[src/rtl/serial_uart_pkg.sv]
// rtl/serial_uart_pkg.sv - shared frame constants and FSM state types for the UART bridge
package serial_uart_pkg;

  localparam int UART_DATA_BITS = 8;
  localparam int UART_STOP_BITS = 1;

  typedef enum logic [1:0] {
    TX_IDLE,
    TX_START,
    TX_DATA,
    TX_STOP
  } tx_state_t;

  typedef enum logic [2:0] {
    RX_IDLE,
    RX_START,
    RX_DATA,
    RX_STOP,
    RX_BREAK
  } rx_state_t;

endpackage

[src/rtl/byte_fifo.sv]
// rtl/byte_fifo.sv - synchronous show-ahead byte FIFO with push-on-full when popping
module byte_fifo #(
  parameter int DEPTH = 16
) (
  input  logic                     clock,
  input  logic                     reset,
  input  logic                     push,
  input  logic [7:0]               push_data,
  input  logic                     pop,
  output logic [7:0]               pop_data,
  output logic                     full,
  output logic                     empty,
  output logic [$clog2(DEPTH):0]   count
);

  localparam int AW = $clog2(DEPTH);
  localparam logic [AW:0] FULL_COUNT = (AW+1)'(DEPTH);

  logic [7:0]    mem [DEPTH];
  logic [AW-1:0] wr_ptr;
  logic [AW-1:0] rd_ptr;
  logic          do_push;
  logic          do_pop;

  // A pop on empty is ignored; a push on full is only taken when a pop frees the slot
  assign empty    = (count == '0);
  assign full     = (count == FULL_COUNT);
  assign do_pop   = pop && !empty;
  assign do_push  = push && (!full || do_pop);
  assign pop_data = mem[rd_ptr];

  // Storage, wrapping pointers and occupancy count
  always_ff @(posedge clock) begin
    if (reset) begin
      wr_ptr <= '0;
      rd_ptr <= '0;
      count  <= '0;
      for (int i = 0; i < DEPTH; i++) begin
        mem[i] <= '0;
      end
    end else begin
      if (do_push) begin
        mem[wr_ptr] <= push_data;
        wr_ptr      <= wr_ptr + 1'b1;
      end
      if (do_pop) begin
        rd_ptr <= rd_ptr + 1'b1;
      end
      count <= count + {{AW{1'b0}}, do_push} - {{AW{1'b0}}, do_pop};
    end
  end

endmodule

[src/rtl/serial_uart_bridge.sv]
// rtl/serial_uart_bridge.sv - FIFO-buffered 8N1 UART bridging the processor serial ports
module serial_uart_bridge
  import serial_uart_pkg::*;
#(
  parameter int CLKS_PER_BIT = 434,
  parameter int FIFO_DEPTH   = 16
) (
  input  logic       clock,
  input  logic       reset,
  input  logic       uart_rx,
  output logic       uart_tx,
  input  logic [7:0] tx_data_in,
  input  logic       tx_wren_in,
  output logic       tx_ready_out,
  output logic [7:0] rx_data_out,
  output logic       rx_valid_out,
  input  logic       rx_rden_in,
  input  logic       err_clear_in,
  output logic       rx_overrun_out,
  output logic       rx_frame_err_out,
  output logic       tx_overflow_out
);

  localparam int AW = $clog2(FIFO_DEPTH);
  localparam int CW = $clog2(CLKS_PER_BIT);
  localparam logic [CW-1:0] CPB_LAST   = CW'(CLKS_PER_BIT - 1);
  localparam logic [CW-1:0] HALF_LAST  = CW'(CLKS_PER_BIT / 2 - 1);
  localparam logic [2:0]    DATA_LAST  = 3'(UART_DATA_BITS - 1);
  localparam logic [2:0]    STOP_LAST  = 3'(UART_STOP_BITS - 1);
  localparam logic [AW:0]   FULL_COUNT = (AW+1)'(FIFO_DEPTH);

  logic [7:0]    tx_head;
  logic          tx_full, tx_empty, tx_pop;
  logic [AW:0]   tx_count;
  tx_state_t     tx_state, tx_next;
  logic [CW-1:0] tx_cnt;
  logic [2:0]    tx_idx;
  logic [7:0]    tx_shift;
  logic          tx_bit_end, tx_line_next;

  logic          rx_meta, rx_sync;
  logic          rx_full, rx_empty, rx_push, rx_frame_evt;
  logic [AW:0]   rx_count;
  rx_state_t     rx_state, rx_next;
  logic [CW-1:0] rx_cnt;
  logic [2:0]    rx_idx;
  logic [7:0]    rx_shift;
  logic          rx_bit_end;

  logic          tx_overflow_evt, rx_overrun_evt;

  byte_fifo #(.DEPTH(FIFO_DEPTH)) u_tx_fifo (
    .clock     (clock),
    .reset     (reset),
    .push      (tx_wren_in),
    .push_data (tx_data_in),
    .pop       (tx_pop),
    .pop_data  (tx_head),
    .full      (tx_full),
    .empty     (tx_empty),
    .count     (tx_count)
  );

  byte_fifo #(.DEPTH(FIFO_DEPTH)) u_rx_fifo (
    .clock     (clock),
    .reset     (reset),
    .push      (rx_push),
    .push_data (rx_shift),
    .pop       (rx_rden_in),
    .pop_data  (rx_data_out),
    .full      (rx_full),
    .empty     (rx_empty),
    .count     (rx_count)
  );

  assign tx_ready_out = (tx_count != FULL_COUNT);
  assign rx_valid_out = (rx_count != '0);

  // TX next state and the line level for the current state (registered one cycle later)
  always_comb begin
    tx_next      = tx_state;
    tx_pop       = 1'b0;
    tx_line_next = 1'b1;
    tx_bit_end   = (tx_cnt == CPB_LAST);
    case (tx_state)
      TX_IDLE: begin
        if (!tx_empty) begin
          tx_pop  = 1'b1;
          tx_next = TX_START;
        end
      end
      TX_START: begin
        tx_line_next = 1'b0;
        if (tx_bit_end) tx_next = TX_DATA;
      end
      TX_DATA: begin
        tx_line_next = tx_shift[0];
        if (tx_bit_end && tx_idx == DATA_LAST) tx_next = TX_STOP;
      end
      TX_STOP: begin
        if (tx_bit_end && tx_idx == STOP_LAST) tx_next = TX_IDLE;
      end
      default: tx_next = TX_IDLE;
    endcase
  end

  // TX state, bit-period counter, bit index, shifter and registered line driver
  always_ff @(posedge clock) begin
    if (reset) begin
      tx_state <= TX_IDLE;
      tx_cnt   <= '0;
      tx_idx   <= '0;
      tx_shift <= '0;
      uart_tx  <= 1'b1;
    end else begin
      tx_state <= tx_next;
      uart_tx  <= tx_line_next;
      tx_cnt   <= (tx_state == TX_IDLE || tx_bit_end) ? '0 : tx_cnt + CW'(1);
      tx_idx   <= (tx_next != tx_state) ? '0 : (tx_bit_end ? tx_idx + 3'd1 : tx_idx);
      if (tx_pop) begin
        tx_shift <= tx_head;
      end else if (tx_state == TX_DATA && tx_bit_end) begin
        tx_shift <= {1'b1, tx_shift[7:1]};
      end
    end
  end

  // Two-flop synchronizer for the asynchronous receive pin, idling high
  always_ff @(posedge clock) begin
    if (reset) begin
      rx_meta <= 1'b1;
      rx_sync <= 1'b1;
    end else begin
      rx_meta <= uart_rx;
      rx_sync <= rx_meta;
    end
  end

  // RX next state; sample points land on the bit centres measured from the detected start edge
  always_comb begin
    rx_next      = rx_state;
    rx_bit_end   = 1'b0;
    rx_push      = 1'b0;
    rx_frame_evt = 1'b0;
    case (rx_state)
      RX_IDLE: begin
        if (!rx_sync) rx_next = RX_START;
      end
      RX_START: begin
        if (rx_cnt == HALF_LAST) begin
          rx_bit_end = 1'b1;
          rx_next    = rx_sync ? RX_IDLE : RX_DATA;
        end
      end
      RX_DATA: begin
        if (rx_cnt == CPB_LAST) begin
          rx_bit_end = 1'b1;
          if (rx_idx == DATA_LAST) rx_next = RX_STOP;
        end
      end
      RX_STOP: begin
        if (rx_cnt == CPB_LAST) begin
          rx_bit_end = 1'b1;
          if (rx_sync) begin
            rx_push = 1'b1;
            rx_next = RX_IDLE;
          end else begin
            rx_frame_evt = 1'b1;
            rx_next      = RX_BREAK;
          end
        end
      end
      RX_BREAK: begin
        if (rx_sync) rx_next = RX_IDLE;
      end
      default: rx_next = RX_IDLE;
    endcase
  end

  // RX state, bit-period counter, bit index and LSB-first deserializer
  always_ff @(posedge clock) begin
    if (reset) begin
      rx_state <= RX_IDLE;
      rx_cnt   <= '0;
      rx_idx   <= '0;
      rx_shift <= '0;
    end else begin
      rx_state <= rx_next;
      rx_cnt   <= (rx_state == RX_IDLE || rx_state == RX_BREAK || rx_bit_end) ? '0 : rx_cnt + CW'(1);
      rx_idx   <= (rx_next != rx_state) ? '0 : (rx_bit_end ? rx_idx + 3'd1 : rx_idx);
      if (rx_state == RX_DATA && rx_bit_end) begin
        rx_shift <= {rx_sync, rx_shift[7:1]};
      end
    end
  end

  // A push into a full FIFO is only a loss when no pop frees a slot on the same edge
  assign tx_overflow_evt = tx_wren_in && tx_full && !tx_pop;
  assign rx_overrun_evt  = rx_push && rx_full && !(rx_rden_in && !rx_empty);

  // Sticky error flags; a new event wins over a simultaneous clear
  always_ff @(posedge clock) begin
    if (reset) begin
      rx_overrun_out   <= 1'b0;
      rx_frame_err_out <= 1'b0;
      tx_overflow_out  <= 1'b0;
    end else begin
      if (err_clear_in) begin
        rx_overrun_out   <= 1'b0;
        rx_frame_err_out <= 1'b0;
        tx_overflow_out  <= 1'b0;
      end
      if (rx_overrun_evt)  rx_overrun_out   <= 1'b1;
      if (rx_frame_evt)    rx_frame_err_out <= 1'b1;
      if (tx_overflow_evt) tx_overflow_out  <= 1'b1;
    end
  end

endmodule

[config.mk]
export PLATFORM = sky130hd
export DESIGN_NAME = serial_uart_bridge
export DESIGN_NICKNAME = d
export VERILOG_FILES = /design/src/rtl/serial_uart_pkg.sv /design/src/rtl/byte_fifo.sv /design/src/rtl/serial_uart_bridge.sv
export SDC_FILE = /design/constraint.sdc
export NUM_CORES = 1
export LEC_CHECK = 0
export CAP_MARGIN = 20
export CORE_ASPECT_RATIO = 0.8
export CORE_UTILIZATION = 40
export CTS_BUF_LIST = sky130_fd_sc_hd__clkbuf_8
export CTS_CLUSTER_SIZE = 28
export DETAILED_ROUTE_END_ITERATION = 10
export PLACE_DENSITY = 0.51
export SLEW_MARGIN = 20
export SYNTH_ARGS = -nofsm -noshare
export SYNTH_HDL_FRONTEND = slang
export SYNTH_SLANG_ARGS = --single-unit
export TNS_END_PERCENT = 100
[constraint.sdc]
create_clock -name clock -period 3.24 [get_ports clock]
set_input_delay 0.648 -clock clock [delete_from_list [all_inputs] [get_ports clock]]
set_output_delay 0.648 -clock clock [all_outputs]
set_load 0.1 [all_outputs]
# Yosys cells after proc, flatten, opt, wreduce, memory -nomap -nowiden
# Memory sizes are Yosys's and may differ from the RTL's. A register that Yosys moved wholly into a read port is not among the register bits.
# Index checks and enable logic that the tools add are counted.
dict set report totals {
  register_bits 77
  ramBits 256
  in_bits 14
  out_inout_bits 14
  wordCells 141
  memories 2
}
# name words width read_ports rd_ports_with_merged_regs wr line_no
set mem_list {}
lappend mem_list {u_rx_fifo.mem 16 8 1 1 16 byte_fifo.sv:19} ;# logic [7:0] mem [DEPTH];
lappend mem_list {u_tx_fifo.mem 16 8 1 1 16 byte_fifo.sv:19}
dict set report classes {
  add_sub_neg 12
  eq_ne 17
  mux 50
  n_reduce_logical 40
}
# cell count
set ops {}
lappend ops {{$mux W8} 4}
lappend ops {{$mux W1} 24}
lappend ops {{$mux W4} 6}
lappend ops {{$mux W3} 7}
lappend ops {{$add A9 B1 Y9 const B} 2}
lappend ops {{$eq A9 B9 Y1 const B} 2}
lappend ops {{$add A4 B1 Y4 const B} 4}
lappend ops {{$reduce_or A8 Y1} 2}
lappend ops {{$pmux W3 S5} 1}
lappend ops {{$logic_and A1 B1 Y1} 12}
lappend ops {{$add A5 B1 Y5} 2}
lappend ops {{$eq A5 B5 Y1 const B} 2}
lappend ops {{$logic_not A5 Y1} 2}
lappend ops {{$mux W2} 5}
lappend ops {{$reduce_or A2 Y1} 5}
lappend ops {{$sub A5 B1 Y5} 2}
lappend ops {{$eq A3 B3 Y1 const B} 3}
lappend ops {{$eq A9 B8 Y1 const B} 1}
lappend ops {{$pmux W2 S4} 1}
lappend ops {{$reduce_bool A2 Y1} 4}
lappend ops {{$add A3 B1 Y3 const B} 2}
lappend ops {{$eq A3 B2 Y1 const B} 2}
lappend ops {{$logic_not A1 Y1} 6}
lappend ops {{$logic_not A3 Y1} 2}
lappend ops {{10 further kinds} 16}

# Depth between registers and ports, before layout
dict set report logic_depth {
  depth_word 11
  depth_mapped 15
  ltp_nobuf 14
}

# Modules after synthesis
# Synthesis repeated with hierarchy kept, for this count alone.
dict set report hier_totals {
  hier_cells 1254
  hier_area_um2 15483.6
}
# module instances cells_per_inst area_per_inst_um2 seq_area_each_um2
set by_module_without_submodules {}
lappend by_module_without_submodules {byte_fifo 2 492 6540.0 4184.0}
lappend by_module_without_submodules {serial_uart_bridge 1 270 2403.6 1021.0}

# Worst setup path before layout
# Ideal clock, no wire load.
dict set report synth_path {
  kind {flip-flop to flip-flop}
  start {register u_rx_fifo.count[3]}
  end {register u_rx_fifo.count[4]}
  setup_time_ps 71
  t_arrival_ps 3294
  required_ps 3169
  slack_ps -124
  path_stages_with_launch 16
  path_buffers 1
  period_less_slack_ps 3364
  cell_sequence {dfxtp_1 -> inv_1 -> ha_1 -> or4b_1 -> and2_1 -> clkbuf_1 -> ha_1 -> inv_1 -> ha_1 -> inv_1 -> fa_1 -> inv_1 -> a21oi_1 -> nor2_1 -> or3_1 -> a21oi_1}
}
dict set report synth_via {
  elab_chain_cells 7
  elab_cells_between_ends 9
  cone_classes {add/sub (2); eq/ne (1); reduce/logical (6)}
}
# element line_no
set synth_lines {}
lappend synth_lines {{start: declaration} byte_fifo.sv:13} ;# output logic [$clog2(DEPTH):0] count
lappend synth_lines {{start signal: assignment} byte_fifo.sv:49} ;# count <= count + {{AW{1'b0}}, do_push} - {{AW{1'b0}}, do_pop};
lappend synth_lines {{$logic_not A5 Y1} byte_fifo.sv:26} ;# assign empty = (count == '0);
lappend synth_lines {{$logic_not A1 Y1} byte_fifo.sv:28} ;# assign do_pop = pop && !empty;
lappend synth_lines {{$logic_and A1 B1 Y1} byte_fifo.sv:28}
lappend synth_lines {{$logic_or A1 B1 Y1} byte_fifo.sv:29} ;# assign do_push = push && (!full || do_pop);
lappend synth_lines {{$logic_and A1 B1 Y1} byte_fifo.sv:29}
lappend synth_lines {{$add A5 B1 Y5} byte_fifo.sv:49}
lappend synth_lines {{$sub A5 B1 Y5 *} byte_fifo.sv:49}
# Mark *: on every way between the ends. The rest lies on a longest branch, timed or not.
# A chain may end at the register's enable or synchronous reset.

==> flow_metrics.py <==
metrics = {
    "place": {
        "portBuffers": 27,
        "hpwl_um": 24130,
        "place_inst": 1677,
        "finalWeightedCongestion": 0.7699,
        "place_area_um2": 16530,
    },
    "logic_synthesis": {
        "yosys_warnings": 0,
        "synthesis.nets": 1229,
        "synthDistinctLibCells": 69,
        "ys_seq_area_share_pct": 60.39,
        "syn_area_per_cell_um2": 13.16,
        "synthArstFlopShare_pct": 0,
        "synth_cells": 1181,
        "ys_seq_elements": 341,
        "synth_enable_flop_cells": 256,
        "synth_flop_cell": "edfxtp_1",
        "syn_area_um2": 15550,
    },
    "routing": {
        "wl_per_cell_um": 20.86,
        "postRouteAntennaNets": 0,
        "drc": 0,
        "dr.pass1.iters": 8,
        "num_vias": 9223,
        "initialDrtViolationCount": 584,
        "routed_wl_um": 37260,
        "viasPerCell": 5.164,
    },
    "critical_path": {
        "reg2reg_to": "u_rx_fifo.count[4]",
        "ff2ff_setup_slack_ns": 0.40,
        "cp_max_fo": 8,
        "end_kind": "output port",
        "cpPeakStageDelay_ns": 0.55,
        "cp-start-kind": "flip-flop",
        "critPathRequiredTime_ns": 2.59,
        "path_class": "reg -> out",
        "cp.arrival_ns": 2.51,
        "r2r-start": "u_rx_fifo.count[3]",
        "crit_chain": "buf_12 -> mux4_2 -> mux4_2 -> buf_12",
        "cp_slowest_cell": "mux4_2",
        "ff2ff_path_depth": 14,
        "critical_path.top_delay_family": "multiplexers",
        "endpoint": "rx_data_out[6]",
        "path_depth": 4,
        "cp_num_buf_inv": 2,
    },
    "timing": {
        "rsz0062_at_grt": "false",
        "setup_viol": 0,
        "finalCritPeriodShare_pct": 97.45,
        "finalMaxSlewViolations": 0,
        "hold_viol": 0,
        "max_freq_ghz": 0.3167,
        "min_period_ns": 3.157,
        "worst_pin_slew_ns": 0.7575,
        "finClkSkew_ns": 0.03227,
        "relSlewSlack_pct": 49.34,
    },
    "power": {
        "p_leak_nw": 6.225,
        "power_density_nw_per_um2": 672.4,
        "ir_drop_uv": 271.2,
    },
    "clocking": {
        "cts_tree": "yes",
        "cts_root_buf": "clkbuf_8",
        "clk_latency_ns": 0.62,
        "clk_pin_slew_ns": 0.06,
        "clock-sinks": 341,
        "ctsHtreeMaxLevel": 2,
        "cts_buffer_depth": 3,
        "cts_made_buffers": 56,
        "cts_hold_buf": 0,
    },
    "job": {
        "maxCapViolCount": 0,
    },
    "global_routing": {
        "grt_pass1_wl_um": 57170,
        "grt_pass1_vias": 9420,
        "grt_max_degree": 44,
        "grt_remaining_overflow": 0,
        "antenna_found_initial": 0,
        "grt.total_usage_pct": 19.29,
    },
    "run_status": {
        "status": "complete, no violations",
    },
    "finish": {
        "fin_nets": 1294,
        "fin_cells": 1786,
        "fillers": 3485,
        "final_cell_area_um2": 17650,
        "diodes": 0,
        "area_delta_synth_final_pct": 13.52,
        "layout-drive-gt1-share_pct": 18.44,
    },
    "die": {
        "die_w_um": 222.4,
        "dieArea_um2": 39660,
        "num_rows": 64,
        "die_h_um": 178.3,
        "pin_count": 28,
        "start_util_pct": 40.62,
        "coreArea_um2": 38280,
    },
    "hold_path": {
        "min_path_type": "in -> reg",
    },
}
==> cell usage after synthesis, types with 16 or more instances <==
cell type | instances | area share, %
edfxtp_1 | 256 | 49
nor2_1 | 204 | 4.9
and2_1 | 129 | 5.2
dfxtp_1 | 85 | 11
mux4_2 | 61 | 8.8
nand2_1 | 58 | 1.4
clkbuf_1 | 41 | 0.99
ha_1 | 32 | 2.6
inv_1 | 31 | 0.75
mux2i_1 | 18 | 1.2
buf_2 | 17 | 0.55
xnor2_1 | 17 | 0.96
a31o_2 | 16 | 0.90
nor3_1 | 16 | 0.52
xor2_1 | 16 | 0.90
==> worst reg2reg max path, cell delays in order, from the launching register on <==
cell and delay [ns]:
dfxtp_1 0.32, inv_1 0.08, ha_1 0.15, or4b_4 0.45
and2_1 0.24, ha_1 0.30, inv_1 0.04, ha_1 0.20
inv_1 0.07, fa_1 0.21, inv_1 0.05, a21oi_1 0.14
nor2_1 0.07, or3_1 0.33, a21oi_1 0.13
==> sequential cells by signal, indices dropped and copies added, names as in the netlist, 2 cells and up, named ones only <==
signal	flops
u_rx_fifo.mem	128
u_tx_fifo.mem	128
rx_cnt	9
tx_cnt	9
rx_shift	8
tx_shift	8
u_rx_fifo.count	5
u_tx_fifo.count	5
u_rx_fifo.rd_ptr	4
u_rx_fifo.wr_ptr	4
u_tx_fifo.rd_ptr	4
u_tx_fifo.wr_ptr	4
rx_idx	3
rx_state	3
tx_idx	3
tx_state	2
==> placed cells by master (no fill, tap or decap), types with 15 or more instances in the layout <==
cell type,count
inv_1,54
and2_1,129
nand2_1,58
a31o_2,16
xnor2_1,17
mux4_2,61
dfxtp_1,83
mux2i_1,18
clkinv_1,15
xor2_1,16
nor3_1,16
buf_4,47
ha_1,32
nor2_1,204
edfxtp_1,256
clkbuf_8,57
==> through the flow <==
step	power [mW]	hold WS (ns)	util (%)	setup slack, ns	setup TNS, ns
after floorplan	7.500	0.3895	-	0.2439	0
after global placement	8.339	0.3989	43.19	0.2190	0
after detailed placement	8.352	0.3992	43.19	0.1737	0
after CTS	11.98	0.3558	45.96	-0.02402	-0.02402
after global routing	12.44	0.3739	46.11	0.004590	0
final	11.87	0.3969	46.11	0.08252	0
==> final cells by class <==
type,instances,area [um2],share of cell area (%)
multi-input combinational,741,5738,32.51
clock buffer,57,784.5,4.445
sequential,341,9394,53.23
clock inverter,46,240.2,1.361
inverter,33,123.9,0.7019
tap,495,619.3,3.509
timing repair buffer,73,748.2,4.240
==> cell families after synthesis <==
family	count (synthesis)	synth area share (%)
adders and majority gates	34	2.833
DFF	341	60.39
AOI/OAI and AO/OA	74	3.509
xor gates and xnor gates	33	1.859
buffers and inverters	99	2.752
muxes	92	12.00
and+or+nand+nor	508	16.65
==> how the worst min path moves through the flow <==
stage / from / end / cells past startpoint
after global placement: rx_meta / rx_sync / 1
after global routing: reset / tx_overflow_out / 2
after floorplan: rx_meta / rx_sync / 1
after CTS: reset / tx_overflow_out / 2
after detailed placement: rx_meta / rx_sync / 1
final: reset / tx_overflow_out / 2
==> report_power, final <==
part	switching [mW]	internal, mW	total, mW
Clock	1.73	1.79	3.52
Sequential	0.267	5.01	5.28
Combinational	1.61	1.45	3.06
==> repair_timing <==
action,in CTS,in global routing
endpoints found under the setup margin,7,5
pin swaps,0,0
resized for setup,2,2
gates cloned,1,1
buffers inserted,1,3
==> layer usage <==
layer  routed length (um)  track usage (%)
met2                17520            31.74
met3                 1476            2.965
met4                  745            5.374
met5                    0                0
met1                17510            26.62
(Power assumes the default switching activity.)
==> patch: new RTL, same settings <==
The parameter `FIFO_DEPTH` goes from 16 to 32.
--- a/src/rtl/serial_uart_bridge.sv
+++ b/src/rtl/serial_uart_bridge.sv
@@ -5,3 +5,3 @@
   parameter int CLKS_PER_BIT = 434,
-  parameter int FIFO_DEPTH   = 16
+  parameter int FIFO_DEPTH   = 32
 ) (
Function: same outputs for any inputs over 4 cycles, from zero or initial values and one cycle with reset high; that may be too few to reach the edited logic, so the function may still have changed.
==> patch against the unedited design <==
  * The flow now finishes with violations (setup timing)
  * Worst setup slack lost 470 ps
  * Clock power grew 84%
  * Routed wire length is 95% higher
  * Area after synthesis is 82% higher
  * Sequential cell count is 264 higher
  * Design area increased by 80%
  * Total power increased by 71%
  * Critical path type unchanged
  * Largest power group unchanged
==> patch: results (changes against the unedited design) <==
metric	value	unit	change
min_path_type	flop to flop		
antenna_found_initial	2		+2
synthDistinctLibCells	64		-7.2%
r2r-end	u_rx_fifo.count[5]$_SDFF_PP0_		
worstReg2RegStart	rx_cnt[1]$_SDFF_PP0_		
met2_length	30340	um	+73%
syn_inst	1984		+68%
met3_wirelength	4182	um	+180%
yosys-top-cells-area	edfxtp_1 54%, and2_1 11%, mux4_2 10%		
grt_pass1_vias	16130		+71%
seq-power	0.00924	W	+75%
ys_seq_area_share	60.99	%	+0.59 points
violations	setup timing		
finalSetupTns	-2891	ps	-2891 ps
synth_xor_area_share	1.085	%	-0.77 points
synth-adder-area-share	1.824	%	-1.0 points
htreeDepth	3		+1
outcome	complete, but fails checks		
power_frac_seq	45.5	%	+1.0 points
grtUsageTotal	20.59	%	+1.3 points
wl_per_cell	23.66	um	+13%
synthMuxAreaShare	12.58	%	+0.58 points
worst_slack	-390.2	ps	-472.7 ps
drive_gt1_share	22.40	%	+4.0 points
drtIter0Drc	1601		+170%
setup_violations	8		+8
grt_pass1_wl	108400	um	+90%
gr-usage-met3	4.091	%	+1.1 points
hold_start	rx_meta$_SDFF_PP1_		
gp_congestion	0.8160		+6.0%
timing.hold.ws	411.5	ps	+14.59 ps
p_comb_share	22.5	%	-3.3 points
[patch: changes by cell type in the layout (fill, tap and decap cells not counted), moves of 15 or more]
cell and delta:
clkbuf_8 +55, mux2i_1 +21, mux2_2 +15, nor2_1 -97
nor2_4 +31, inv_1 +19, nand2_1 -16, or2_2 +50
edfxtp_1 +256, a31o_2 -16, mux4_2 +67, and2_1 +387
[patch: critical path: cells and delay by family, from the launching register on]
kind | cells | cell delay [ps]
muxes | 3 | 1460
DFF | 1 | 380
buffers and inverters | 3 | 430
[patch: area by class of cell]
class	instances	area [um^2]	share of cell area [%]
Multi-Input combinational cell	1226	10410	32.71
Tap cell	924	1156	3.632
Timing Repair Buffer	90	975.9	3.066
Clock buffer	112	1541	4.843
Sequential cell	605	17260	54.21
Clock inverter	73	365.4	1.148
Inverter	32	120.1	0.3773
Antenna cell	2	5.005	0.01572
[patch: cell families (layout without fill, tap and decap cells)]
kind of cell,after synthesis,after routing
buffers and inverters,153,307
AO/OA/AOI/OAI,91,91
multiplexers,192,192
flip-flops,605,605
other,0,2
AND/OR/NAND/NOR,868,868
adder cells (fa/ha/maj),40,40
XOR/XNOR,35,35
[patch: timing repair]
action / CTS / global route
setup buffers: 5 / 0
hold buffers: 0 / 0
resized for setup: 16 / 0
pin swaps: 0 / 0
setup endpoints to repair: 8 / 8
gates cloned: 4 / 0
[patch: worst max-delay path by stage]
stage                                                     to  slack (ps)  depth (start not counted)
final                                         rx_data_out[2]        -390                          6
after floorplan                               rx_data_out[0]         380                          5
after detailed placement  u_tx_fifo.mem[12][3]$_SDFFCE_PN0P_         170                          5
after CTS                                     rx_data_out[0]        -430                          7
after global routing                          rx_data_out[3]        -470                          7
after global placement    u_tx_fifo.mem[12][5]$_SDFFCE_PN0P_         190                          5
